==> config.mk <==
export PLATFORM = sky130hd
export DESIGN_NAME = clock_receive_monitor
export DESIGN_NICKNAME = d
export VERILOG_FILES = /design/src/rtl/clock_receive_monitor.sv
export SDC_FILE = /design/constraint.sdc
export NUM_CORES = 1
export LEC_CHECK = 0
export CELL_PAD_IN_SITES_DETAIL_PLACEMENT = 1
export CELL_PAD_IN_SITES_GLOBAL_PLACEMENT = 2
export CORE_ASPECT_RATIO = 0.7
export CORE_UTILIZATION = 33
export CTS_BUF_LIST = sky130_fd_sc_hd__clkbuf_4 sky130_fd_sc_hd__clkbuf_8
export CTS_CLUSTER_SIZE = 25
export DETAILED_ROUTE_END_ITERATION = 7
export GPL_TIMING_DRIVEN = 0
export PLACE_DENSITY_LB_ADDON = 0.1
export SYNTH_ARGS = -nofsm -noshare
export SYNTH_HDL_FRONTEND = slang
export SYNTH_SLANG_ARGS = --single-unit
==> constraint.sdc <==
create_clock -name ref_clk -period 5.5 [get_ports ref_clk]
set_input_delay 1.1 -clock ref_clk [delete_from_list [all_inputs] [get_ports ref_clk]]
set_output_delay 1.1 -clock ref_clk [all_outputs]
set_load 0.02 [all_outputs]
==> src/rtl/clock_receive_monitor.sv <==
// ---------------------------------------------------------------------------
// clock_receive_monitor
//
// Receive-side checker for one divided clock of the RCD clock distribution
// network.  The returned clock is sampled as plain data in the ref_clk
// domain, each period and high time is measured in ref_clk cycles and
// compared against the configured divide ratio.  The block acquires lock,
// then reports frequency, duty-cycle and loss-of-clock faults as sticky
// status flags.
//
// Optional feature macro: CLK_MON_DUTY_CHECK_EN
//    defined     : high time is measured and checked (duty_error live)
//    not defined : high-time counter removed, meas_high/duty_error tied 0
//
// Ports
//    ref_clk        in   sole clock, rising edge
//    rst_n          in   asynchronous active-low reset
//    cfg_enable     in   monitor enable
//    cfg_div_ratio  in   expected divide ratio N (valid 2..15)
//    err_clr        in   single-cycle pulse clearing the sticky flags
//    mon_clk_in     in   monitored clock (asynchronous, sampled as data)
//    meas_valid     out  one-cycle pulse, new measurement present
//    meas_period    out  last measured period
//    meas_high      out  last measured high time
//    clk_locked     out  high while in LOCKED
//    clk_lost       out  sticky loss-of-clock flag
//    freq_error     out  sticky period-violation flag
//    duty_error     out  sticky high-time-violation flag
//    error_code     out  {cfg_err, 4'b0, clk_lost, duty_error, freq_error}
//    err_count      out  saturating fault event count
//    mon_state      out  IDLE=0 ARM=1 TRACK=2 LOCKED=3 FAULT=4
// ---------------------------------------------------------------------------
module clock_receive_monitor #(
   parameter int CNT_W        = 8,
   parameter int TOL          = 1,
   parameter int LOCK_COUNT   = 4,
   parameter int LOSS_TIMEOUT = 64
) (
   input  logic             ref_clk,
   input  logic             rst_n,
   input  logic             cfg_enable,
   input  logic [3:0]       cfg_div_ratio,
   input  logic             err_clr,
   input  logic             mon_clk_in,
   output logic             meas_valid,
   output logic [CNT_W-1:0] meas_period,
   output logic [CNT_W-1:0] meas_high,
   output logic             clk_locked,
   output logic             clk_lost,
   output logic             freq_error,
   output logic             duty_error,
   output logic [7:0]       error_code,
   output logic [15:0]      err_count,
   output logic [2:0]       mon_state
);

   typedef enum logic [2:0] {
      S_IDLE   = 3'd0,
      S_ARM    = 3'd1,
      S_TRACK  = 3'd2,
      S_LOCKED = 3'd3,
      S_FAULT  = 3'd4
   } state_t;

   localparam int GW = $clog2(LOCK_COUNT + 1);
   localparam logic [CNT_W-1:0] CNT_MAX   = {CNT_W{1'b1}};
   localparam logic [CNT_W-1:0] LOSS_LAST = CNT_W'(LOSS_TIMEOUT - 1);
   localparam logic [GW-1:0]    LOCK_LAST = GW'(LOCK_COUNT - 1);
   localparam logic signed [CNT_W:0] TOL_S = (CNT_W+1)'(TOL);

   state_t state, state_next;

   logic sync1, sync2, dly, rise;
   logic [CNT_W-1:0] pcnt;
   logic [CNT_W-1:0] cur_period;
   logic [GW-1:0]    good_cnt, good_next;
   logic [3:0]       ratio_snap;
   logic             loss_hold;
   logic             cfg_err;
   logic             ratio_chg;
   logic             loss_evt;
   logic             counters_clr;
   logic             per_ok, high_ok, meas_good;
   logic             capture, snap_load, lost_set, count_evt;
   logic             set_freq, set_duty;
   logic [CNT_W:0]   ratio_ext;
   logic signed [CNT_W:0] per_diff, per_abs;

   assign rise         = sync2 & ~dly;
   assign cfg_err      = cfg_enable && (cfg_div_ratio < 4'd2);
   assign ratio_chg    = (cfg_div_ratio != ratio_snap);
   assign counters_clr = !cfg_enable || (state == S_IDLE);
   assign loss_evt     = (state != S_IDLE) && !loss_hold && !rise && (pcnt == LOSS_LAST);
   assign cur_period   = (pcnt == CNT_MAX) ? CNT_MAX : pcnt + 1'b1;
   assign ratio_ext    = {{(CNT_W-3){1'b0}}, cfg_div_ratio};

   // Two-flop synchronizer for the asynchronous monitored clock, followed by
   // a delay register so a rising edge shows up as a one-cycle rise strobe.
   always_ff @(posedge ref_clk or negedge rst_n) begin
      if (!rst_n) begin
         sync1 <= 1'b0;
         sync2 <= 1'b0;
         dly   <= 1'b0;
      end else begin
         sync1 <= mon_clk_in;
         sync2 <= sync1;
         dly   <= sync2;
      end
   end

   // Period counter: free-running and saturating, restarted by every rise.
   // It is held at zero in IDLE so a fresh ARM always starts its loss
   // timeout from a clean count.
   always_ff @(posedge ref_clk or negedge rst_n) begin
      if (!rst_n) begin
         pcnt <= '0;
      end else if (counters_clr || rise) begin
         pcnt <= '0;
      end else if (pcnt != CNT_MAX) begin
         pcnt <= pcnt + 1'b1;
      end
   end

   // Period check: |period - N| <= TOL evaluated signed, one bit wider than
   // the counters so the subtraction cannot wrap.
   always_comb begin
      per_diff = $signed({1'b0, cur_period}) - $signed(ratio_ext);
      per_abs  = per_diff[CNT_W] ? -per_diff : per_diff;
      per_ok   = (per_abs <= TOL_S);
   end

`ifdef CLK_MON_DUTY_CHECK_EN
   logic [CNT_W-1:0] hcnt;
   logic [CNT_W-1:0] meas_high_q;
   logic             duty_q;
   logic [CNT_W:0]   half_ext;
   logic signed [CNT_W:0] high_diff, high_abs;

   // High-time counter: counts cycles with the synchronized level high.
   // The rise cycle is itself high, so the restart value is 1.
   always_ff @(posedge ref_clk or negedge rst_n) begin
      if (!rst_n) begin
         hcnt <= '0;
      end else if (counters_clr) begin
         hcnt <= '0;
      end else if (rise) begin
         hcnt <= {{(CNT_W-1){1'b0}}, 1'b1};
      end else if (sync2 && (hcnt != CNT_MAX)) begin
         hcnt <= hcnt + 1'b1;
      end
   end

   // High-time check against N/2 with the same tolerance as the period.
   always_comb begin
      half_ext  = {{(CNT_W-2){1'b0}}, cfg_div_ratio[3:1]};
      high_diff = $signed({1'b0, hcnt}) - $signed(half_ext);
      high_abs  = high_diff[CNT_W] ? -high_diff : high_diff;
      high_ok   = (high_abs <= TOL_S);
   end

   // Captured high time and sticky duty flag; a new violation beats err_clr.
   always_ff @(posedge ref_clk or negedge rst_n) begin
      if (!rst_n) begin
         meas_high_q <= '0;
         duty_q      <= 1'b0;
      end else begin
         if (capture) begin
            meas_high_q <= hcnt;
         end
         if (!cfg_enable) begin
            duty_q <= 1'b0;
         end else begin
            duty_q <= set_duty | (duty_q & ~err_clr);
         end
      end
   end

   assign meas_high  = meas_high_q;
   assign duty_error = duty_q;
`else
   assign high_ok    = 1'b1;
   assign meas_high  = '0;
   assign duty_error = 1'b0;
`endif

   assign meas_good = per_ok && high_ok;

   // Next-state logic.  Disable and bad configuration dominate, then the
   // IDLE exit, then a ratio change, then loss of clock; measurements are
   // only judged on cycles where a rise is seen and nothing above fired.
   always_comb begin
      state_next = state;
      good_next  = good_cnt;
      capture    = 1'b0;
      snap_load  = 1'b0;
      lost_set   = 1'b0;
      count_evt  = 1'b0;
      set_freq   = 1'b0;
      set_duty   = 1'b0;
      if (!cfg_enable || cfg_err) begin
         state_next = S_IDLE;
         good_next  = '0;
      end else if (state == S_IDLE) begin
         state_next = S_ARM;
         good_next  = '0;
         snap_load  = 1'b1;
      end else if (ratio_chg) begin
         state_next = S_ARM;
         good_next  = '0;
         snap_load  = 1'b1;
      end else if (loss_evt) begin
         state_next = S_ARM;
         good_next  = '0;
         lost_set   = 1'b1;
         count_evt  = 1'b1;
      end else if (rise) begin
         case (state)
            S_ARM: begin
               state_next = S_TRACK;
               good_next  = '0;
            end
            S_TRACK, S_FAULT: begin
               capture = 1'b1;
               if (!meas_good) begin
                  good_next = '0;
               end else if (good_cnt == LOCK_LAST) begin
                  state_next = S_LOCKED;
                  good_next  = '0;
               end else begin
                  good_next = good_cnt + 1'b1;
               end
            end
            S_LOCKED: begin
               capture = 1'b1;
               if (!meas_good) begin
                  state_next = S_FAULT;
                  good_next  = '0;
                  set_freq   = !per_ok;
                  set_duty   = !high_ok;
                  count_evt  = 1'b1;
               end
            end
            default: begin
               state_next = S_IDLE;
               good_next  = '0;
            end
         endcase
      end
   end

   // State register plus the bookkeeping that follows it: ratio snapshot,
   // loss re-arm latch and consecutive-good counter.
   always_ff @(posedge ref_clk or negedge rst_n) begin
      if (!rst_n) begin
         state      <= S_IDLE;
         good_cnt   <= '0;
         ratio_snap <= '0;
         loss_hold  <= 1'b0;
      end else begin
         state    <= state_next;
         good_cnt <= good_next;
         if (snap_load) begin
            ratio_snap <= cfg_div_ratio;
         end
         if (counters_clr || rise) begin
            loss_hold <= 1'b0;
         end else if (lost_set) begin
            loss_hold <= 1'b1;
         end
      end
   end

   // Measurement outputs, sticky flags and the saturating event counter.
   // The event counter survives a disable; only reset clears it.
   always_ff @(posedge ref_clk or negedge rst_n) begin
      if (!rst_n) begin
         meas_valid  <= 1'b0;
         meas_period <= '0;
         clk_lost    <= 1'b0;
         freq_error  <= 1'b0;
         err_count   <= '0;
      end else begin
         meas_valid <= capture;
         if (capture) begin
            meas_period <= cur_period;
         end
         if (!cfg_enable) begin
            clk_lost   <= 1'b0;
            freq_error <= 1'b0;
         end else begin
            clk_lost   <= lost_set | (clk_lost & ~err_clr);
            freq_error <= set_freq | (freq_error & ~err_clr);
         end
         if (count_evt && (err_count != 16'hFFFF)) begin
            err_count <= err_count + 16'd1;
         end
      end
   end

   assign clk_locked = (state == S_LOCKED);
   assign mon_state  = state;
   assign error_code = {cfg_err, 4'b0000, clk_lost, duty_error, freq_error};

endmodule

# --- Word level (Yosys, flattened, before mapping) ---
# Index checks and enable logic that the tools add are counted.
totals:
  regBits: 49
  inputBits: 9
  elab_cells: 114
op_classes:
  add_sub_neg: 5
  magnitude_cmp: 2
  eq_ne: 13
  mux: 53
  n_bitwise: 7
  reduce_logical: 21
ops:
  columns: ["cell", "count"]
  rows:
  - ["$mux W3", 16]
  - ["$mux W1", 31]
  - ["$mux W8", 3]
  - ["$add A16 B1 Y16 const B", 1]
  - ["$ne A16 B16 Y1 const B", 1]
  - ["$ne A6 B6 Y1 const B", 2]
  - ["$eq A3 B2 Y1 const B", 3]
  - ["$le A9 B2 Y1 const B", 1]
  - ["$mux W9", 1]
  - ["$neg A9 Y9", 1]
  - ["$pmux W3 S3", 1]
  - ["$sub A8 B4 Y9", 1]
  - ["$add A8 B1 Y8 const B", 1]
  - ["$eq A8 B6 Y1 const B", 1]
  - ["$eq A8 B8 Y1 const B", 1]
  - ["$ne A8 B8 Y1 const B", 1]
  - ["$ne A6 B4 Y1 const B", 1]
  - ["$pmux W3 S2", 1]
  - ["$logic_and A1 B1 Y1", 5]
  - ["$reduce_bool A5 Y1", 1]
  - ["$logic_not A1 Y1", 4]
  - ["$lt A4 B2 Y1 const B", 1]
  - ["$ne A4 B4 Y1", 1]
  - ["$reduce_and A4 Y1", 1]
  - ["13 further kinds", 20]

# --- Longest topological paths before layout ---
# Gate-level depths: netlist (run 1).
logic_depth:
  word_depth: 16
  depth_mapped: 16

# --- Least setup slack after synthesis (run 1) ---
# No wires, ideal clock.
synth_path:
  kind: "register to register"
  startpoint: "register pcnt[0]"
  endpoint: "register state[0] (netlist: mon_state[0])"
  setup_time_ns: 0.128
  arrival_ns: 3.958
  required_time_ns: 5.372
  slack_ns: 1.414
  stages_incl_launch_ff: 17
  n_path_buf: 1
  synth_period_minus_slack_ns: 4.086
  path_cell_list: "dfrtp_1 -> ha_1 -> and4_1 -> and2_1 -> nand3_1 -> and2_1 -> ha_1 -> fa_1 -> ha_1 -> xor2_1 -> nor4_1 -> o211a_1 -> a31oi_2 -> or2_1 -> buf_4 -> o22ai_2 -> mux2_1"
synth_via:
  elab_chain_cells: 8
  elab_cells_between_ends: 18
  classes_between: "add/sub (3); order compare (1); eq/ne (5); mux (6); reduce/logical (3)"
synth_rtl:
  columns: ["element", "line_no", "rtl"]
  rows:
  - ["from (decl)", "74", "logic [CNT_W-1:0] pcnt;"]
  - ["from (signal assigned)", "120", "pcnt <= pcnt + 1'b1;"]
  - ["$add A8 B1 Y8 / $eq A8 B8 Y1 (equally long branches)", "94", "assign cur_period = (pcnt == CNT_MAX) ? CNT_MAX : pcnt + 1'b1;"]
  - ["$mux W8", "94", null]
  - ["$sub A8 B4 Y9", "127", "per_diff = $signed({1'b0, cur_period}) - $signed(ratio_ext);"]
  - ["$neg A9 Y9", "128", "per_abs = per_diff[CNT_W] ? -per_diff : per_diff;"]
  - ["$mux W9", "128", null]
  - ["$le A9 B2 Y1", "129", "per_ok = (per_abs <= TOL_S);"]
  - ["$ne A6 B6 Y1 (no line) / $ne A6 B4 Y1 (equally long branches)", null, null]
  - ["$reduce_and A4 Y1 (no line)", null, null]
  - ["to (signal assigned)", "260", "state <= state_next;"]
  - ["to (decl)", "71", "state_t state, state_next;"]
# Several ways; a longest one is shown, not always the timed one.
# A chain may end at the register's enable or synchronous reset.

# --- Worst setup path after layout (run 1) ---
# Same ends and word-level chain as after synthesis.

==> qor.yml, run 1 <==
clocking:
  cts_buffer_depth: 2
  htreeDepth: 2
  cts_tree: "done"
  post_cts_buffers: 0
  clock_latency_ns: 0.32
  root_buffer: "clkbuf_8"
  clkTransAtPathRegs_ns: 0.10
  clock_sinks: 49
  postCtsHoldBufs: 0
  cts_resized: 0
  cts_buffers: 5
final_layout:
  fillers: 1006
  area_delta_synth_final_pct: 25.1
  final_common_cell: "dfrtp_1"
  n_antenna_cell: 0
  final_cell_mix: "dfrtp_1, clkdlybuf4s50_1, nand2_1"
  final_net_count: 372
  layout-drive-gt1-share_pct: 15.0
  design_area_um2: 3610
timing:
  grt_setup_unrepaired: "no"
  worst_pin_slew_ns: 0.712
  max_freq_mhz: 205
  hold_viol: 0
  setup_viol: 0
  fin_crit_sh_pct: 88.7
  clock_skew_ns: 0.0110
  slew_viol_final: 0
  slew_headroom_pct: 52.3
  fin_setup_tns_ns: 0
  fin_crit_ns: 4.88
floorplan:
  die_area_um2: 9120
  row_count: 28
  die_w_um: 114
  core-area_um2: 8480
  initial_utilization_pct: 34.0
  ios: 57
  die_height_um: 80.2
yosys:
  synth-simple-area-share_pct: 23.0
  synth_compound_area_share_pct: 11.2
  synth_top_family_by_area: "simple AND/OR/NAND/NOR gates"
  synth_edf_count: 0
  seq_area_frac_synth_pct: 42.5
  synth_fa_ha_area_share_pct: 4.17
  yosysWarnings: 0
  syn_area_per_cell_um2: 9.91
  synth_async_sr_flop_share_pct: 100
  synthMuxAreaShare_pct: 4.17
  ys_ff_latch: 49
  synthXorXnorAreaFrac_pct: 7.90
  synth_ff_type: "dfrtp_1"
  synth.distinct_cells: 57
  postSynthCellCount: 291
  netlist_area_um2: 2880
worst_setup_path:
  end_kind: "flip-flop"
  arrival_ns: 5.08
  crit_type: "reg2reg"
  critPathLaunchType: "flip-flop"
  path_max_fanout: 8
  crit_required_ns: 5.70
power:
  leakage_nw: 1.63
  pwr_density_cell_nw_per_um2: 191
  max-vdd-ir-drop_mv: 0.0899
drt:
  route.antenna.remaining_nets: 0
  first_iter_violations: 70
  wl_um: 6920
  wire_per_inst_um: 14.6
  drt_pass1_iterations: 4
  drcViolationCount: 0
  num_vias: 2262
  via_per_inst: 4.77
outcome:
  status: "completed"
grt:
  grt_pass1_vias: 2210
  grt_max_degree: 29
  gr-total-overflow: 0
  antenna_found_initial: 0
  grtUsageTotal_pct: 16.7
  grt_pass1_wl_um: 11500
placed_design:
  dp_hpwl_um: 5420
  io_buffers: 42
  place_area_um2: 3520
  gp_congestion: 0.804
hold_path:
  hold_class: "reg2reg"
flow_run:
  drv_cap: 0
[worst max-delay path: stages, from the launching register on]
cell	delay, ns
dfrtp_1	0.40
ha_1	0.27
and4_1	0.27
and2_1	0.24
nand3_1	0.30
and2_1	0.32
ha_1	0.23
fa_1	0.49
ha_1	0.25
xor2_1	0.16
nor4_1	0.40
o211a_1	0.24
a31oi_2	0.16
or2_1	0.26
buf_4	0.16
o22ai_2	0.26
mux2_1	0.34
[Yosys cell counts (3+ instances only)]
master,n,share of area [%]
and2_1,3,0.65
a31oi_1,3,0.65
nor4_1,5,1.1
o21ai_0,10,1.7
nand2_1,27,3.5
mux2i_1,3,1.0
and4_1,3,0.91
nor3_1,8,1.4
nand3_1,16,2.8
and3_1,3,0.65
nand2b_1,9,2.0
mux2_2,6,2.3
xor2_1,19,5.8
nor2_1,23,3.0
a21oi_1,9,1.6
nor2b_1,3,0.65
ha_1,8,3.5
buf_4,18,4.7
inv_1,9,1.2
nor3_2,4,1.4
xnor2_1,7,2.1
dfrtp_1,49,43
[metrics by stage]
step / hold slack [ns] / total power [mW] / worst slack (ns) / cells / util [%]
floorplan: 0.331 / 0.441 / 1.41 / 304 / -
global placement: 0.345 / 0.471 / 0.716 / 466 / 41.3
detailed placement: 0.336 / 0.474 / 0.664 / 467 / 41.5
CTS: 0.365 / 0.702 / 0.615 / 474 / 42.5
global route: 0.373 / 0.723 / 0.371 / 474 / 42.5
finish: 0.361 / 0.690 / 0.620 / 474 / 42.5
[flip-flops by register name (all words and copies together), names as in the netlist]
register / flops
clk_lost: 1
freq_error: 1
dly: 1
good_cnt: 3
sync2: 1
sync1: 1
meas_valid: 1
ratio_snap: 4
err_count: 16
mon_state: 3
meas_period: 8
loss_hold: 1
pcnt: 8
[routing by layer]
metal  global-route usage (%)  routed length, um  vias up
li1                         -                  -     1111
met1                     25.0               3880     1101
met2                     23.1               2720       42
met3                     3.70                227        8
met4                     5.53                 93        0
met5                        0                  0        -
[final timing paths]
path                         start            end  slack [ns]  cells past startpoint
max                        pcnt[0]   mon_state[0]        0.62                     16
min reg2reg                  sync1          sync2        0.36                      0
max in group asynchronous    rst_n  ratio_snap[3]        4.20                      2
min                          sync1          sync2        0.36                      0
max reg2reg                pcnt[0]   mon_state[0]        0.62                     16
min in group asynchronous    rst_n        pcnt[5]        0.75                      1
[where the power goes]
group | leakage, nW | total (mW) | switching, mW | internal [mW]
Sequential | 0.668 | 0.371 | 0.00503 | 0.366
Combinational | 0.918 | 0.0958 | 0.0570 | 0.0388
Clock | 0.0433 | 0.223 | 0.124 | 0.0996
[cell families (layout without fill, tap and decap cells)]
logic type,after synthesis,in the layout
adders and majority gates,9,9
muxes,11,11
AOI/OAI and AO/OA,43,43
and+or+nand+nor,120,120
other,1,14
DFF,49,49
buffers and inverters,32,82
xor gates and xnor gates,26,26
[final cells by class]
type	instances	area, um2	share of cell area, %
plain buffers	23	164	4.54
clock buffers	6	82.6	2.29
clock inverters	1	7.51	0.208
inverters	9	33.8	0.937
multi-input cells	223	1510	41.8
flip-flops and latches	49	1230	34.0
well taps	120	150	4.16
repair buffers	43	435	12.1
No activity file was read; power rests on OpenSTA's default activity.
==> inputs of run 2 (changes only) <==
==> config.mk (replaced) <==
export PLATFORM = sky130hd
export DESIGN_NAME = clock_receive_monitor
export DESIGN_NICKNAME = d
export VERILOG_FILES = /design/src/rtl/clock_receive_monitor.sv
export SDC_FILE = /design/constraint.sdc
export NUM_CORES = 1
export LEC_CHECK = 0
export CELL_PAD_IN_SITES_DETAIL_PLACEMENT = 0
export CELL_PAD_IN_SITES_GLOBAL_PLACEMENT = 1
export CORE_ASPECT_RATIO = 0.7
export CORE_UTILIZATION = 41
export CTS_BUF_LIST = sky130_fd_sc_hd__clkbuf_4 sky130_fd_sc_hd__clkbuf_8
export CTS_CLUSTER_SIZE = 25
export DETAILED_ROUTE_END_ITERATION = 7
export GPL_TIMING_DRIVEN = 0
export PLACE_DENSITY_LB_ADDON = 0.1
export SLEW_MARGIN = 40
export SYNTH_ARGS = -nofsm -noshare
export SYNTH_HDL_FRONTEND = slang
export SYNTH_SLANG_ARGS = --single-unit
==> constraint.sdc (replaced) <==
create_clock -name ref_clk -period 5.5 [get_ports ref_clk]
set_input_delay 0.55 -clock ref_clk [delete_from_list [all_inputs] [get_ports ref_clk]]
set_output_delay 0.55 -clock ref_clk [all_outputs]
set_load 0.02 [all_outputs]
==> qor.yml, run 2 (synthesized netlist as in run 1, its figures left out) <==
drt:
  drt-met1-wl_um: 3500  # -9.8%
  wl_met2_um: 2430  # -10%
  first_iter_violations: 63  # -10%
  num_vias: 2220  # -1.9%
  via_per_inst: 4.94  # +3.6%
  top_layer: "met4"
  met3_length_um: 257  # +13%
  wire_per_inst_um: 13.9  # -4.9%
  route.antenna.remaining_nets: 0  # unchanged
  wl_um: 6240  # -9.9%
  drcViolationCount: 0  # unchanged
  drt_pass1_iterations: 4  # unchanged
clocking:
  cts_buffer_depth: 2  # unchanged
  htreeDepth: 2  # unchanged
  cts_resized: 0  # unchanged
  root_buffer: "clkbuf_8"
  clock_latency_ns: 0.30  # -0.02 ns
  post_cts_buffers: 0  # unchanged
  cts_buffers: 5  # unchanged
  clock_sinks: 49  # unchanged
  cts_tree: "done"
  clkTransAtPathRegs_ns: 0.10  # about the same
  postCtsHoldBufs: 0  # unchanged
timing:
  fin_crit_sh_pct: 85.7  # -3.0 points
  setup_viol: 0  # unchanged
  slew_viol_final: 0  # unchanged
  hold_ws_ns: 0.0779  # -0.283 ns
  hold_viol: 0  # unchanged
  slew_headroom_pct: 51.1  # -1.2 points
  fin_crit_ns: 4.71  # -0.167 ns
  grt_setup_unrepaired: "no"
  max_freq_mhz: 212  # +3.5%
  worst_pin_slew_ns: 0.729  # +0.0174 ns
  clock_skew_ns: 0.0134  # +0.00240 ns
  fin_setup_tns_ns: 0  # unchanged
grt:
  grt_pass1_wl_um: 10200  # -12%
  grt_max_degree: 37  # +28%
  gr-total-overflow: 0  # unchanged
  antenna_found_initial: 0  # unchanged
  grtUsageTotal_pct: 18.0  # +1.4 points
  grt_pass1_vias: 1995  # -9.7%
placed_design:
  gp_congestion: 0.798  # -0.66%
  io_buffers: 42  # unchanged
  dp_hpwl_um: 4830  # -11%
  place_area_um2: 3490  # -0.85%
floorplan:
  core-area_um2: 6790  # -20%
  die_area_um2: 7380  # -19%
  row_count: 25  # -11%
  die_height_um: 72.2  # -10%
  ios: 57  # unchanged
  die_w_um: 102  # -10%
  initial_utilization_pct: 42.5  # +8.5 points
final_layout:
  regMostFlops: "err_count"
  register_area_um2: 1230  # unchanged
  area_delta_synth_final_pct: 25.1  # unchanged
  final_common_cell: "dfrtp_1"
  final_cell_mix: "dfrtp_1, clkdlybuf4s50_1, nand2_1"
  multi_input_area_um2: 1510  # unchanged
  fillers: 645  # -36%
  largest_register_ffs: 16  # unchanged
  design_area_um2: 3610  # unchanged
  reg_top3: "err_count x16, meas_period x8, pcnt x8"
  n_antenna_cell: 0  # unchanged
  final_net_count: 372  # unchanged
  layout-drive-gt1-share_pct: 15.2  # +0.24 points
  finish.utilization_pct: 53.1  # +11 points
hold_path:
  hold_class: "in2async"
power:
  leakage_nw: 1.65  # +1.2%
  p_sw_mw: 0.181  # -2.7%
  p_comb_share_pct: 12.8  # -1.1 points
  p_seq_share_pct: 50.1  # -3.6 points
  swShare_pct: 24.4  # -2.5 points
  max-vdd-ir-drop_mv: 0.110  # +22%
  p_int_mw: 0.558  # +11%
  pwr_density_cell_nw_per_um2: 205  # +7.1%
  pwr-share-clk_pct: 37.1  # +4.7 points
worst_setup_path:
  end_kind: "flip-flop"
  crit_required_ns: 5.68  # -0.02 ns
  worstRegToRegCells: 16  # unchanged
  path_max_fanout: 8  # unchanged
  critPathLaunchType: "flip-flop"
  arrival_ns: 4.89  # -0.19 ns
  crit_type: "reg2reg"
outcome:
  status: "completed"
flow_run:
  drv_cap: 0  # unchanged
[run 2: cell count changes in the layout (fill, tap and decap cells not counted)]
cell,change
buf_2,-1
buf_4,+1
bufinv_16,+1
clkbuf_4,+1
clkinvlp_4,-1
[run 2: per-layer routing]
| layer | track usage (%) | vias to the layer above |
|---|---|---|
| met5 | 0 | - |
| met4 | 3.81 | 0 |
| met3 | 4.43 | 5 |
| met2 | 23.8 | 47 |
| met1 | 29.1 | 1054 |
| li1 | - | 1114 |
[run 2: area by class of cell]
type | instances | area share (%)
Buffer | 23 | 4.54
Clock buffer | 7 | 2.50
Clock inverter | 1 | 0.832
Inverter | 9 | 0.937
Multi-Input combinational cell | 223 | 41.8
Sequential cell | 49 | 34.0
Tap cell | 94 | 3.26
Timing Repair Buffer | 43 | 12.1
[run 2: final timing paths]
| path | endpoint | slack (ns) | start |
|---|---|---|---|
| min in group ref_clk | sync2 | 0.37 | sync1 |
| worst min-delay path | sync1 | 0.08 | rst_n |
| worst min register to register | sync2 | 0.37 | sync1 |
| worst max register to register | mon_state[0] | 0.79 | pcnt[0] |
| max in group asynchronous | loss_hold | 4.97 | rst_n |
| worst max-delay path | mon_state[0] | 0.79 | pcnt[0] |
[run 2: critical path, stage by stage (launching register included)]
cell and delay, ns:
dfrtp_1 0.39, ha_1 0.27, and4_1 0.28, and2_1 0.22, nand3_1 0.29, and2_1 0.30, ha_1 0.23, fa_1 0.50
ha_1 0.25, xor2_1 0.16, nor4_1 0.34, o211a_1 0.23, a31oi_2 0.15, or2_1 0.26, buf_4 0.15, o22ai_2 0.23
mux2_1 0.34
[run 2: power by group through the flow]
| stage | sequential, mW | combinational [mW] | clock, mW |
|---|---|---|---|
| 2_1_floorplan | 0.377 | 0.0632 | 0 |
| 3_3_place_gp | 0.377 | 0.0923 | 0 |
| 3_5_place_dp | 0.378 | 0.0948 | 0 |
| 4_1_cts | 0.370 | 0.0953 | 0.283 |
| 5_1_grt | 0.371 | 0.106 | 0.294 |
| 6_report | 0.370 | 0.0945 | 0.274 |
[run 2: stage by stage]
stage	cells	setup WS (ns)	power, mW
after global placement	440	0.890	0.470
after CTS	449	0.791	0.749
after global routing	449	0.459	0.772
after floorplan	304	1.41	0.441
after detailed placement	441	0.833	0.472
final	449	0.787	0.739
==> inputs of run 3 (changes only) <==
--- a/config.mk
+++ b/config.mk
@@ -5,6 +5,7 @@
 export SDC_FILE = /design/constraint.sdc
 export NUM_CORES = 1
 export LEC_CHECK = 0
+export ABC_CLOCK_PERIOD_IN_PS = 5500
 export CELL_PAD_IN_SITES_DETAIL_PLACEMENT = 0
 export CELL_PAD_IN_SITES_GLOBAL_PLACEMENT = 1
 export CORE_ASPECT_RATIO = 0.7
==> results of run 3 <==
No change in the layout: final DEF, timing and power equal those of run 2.
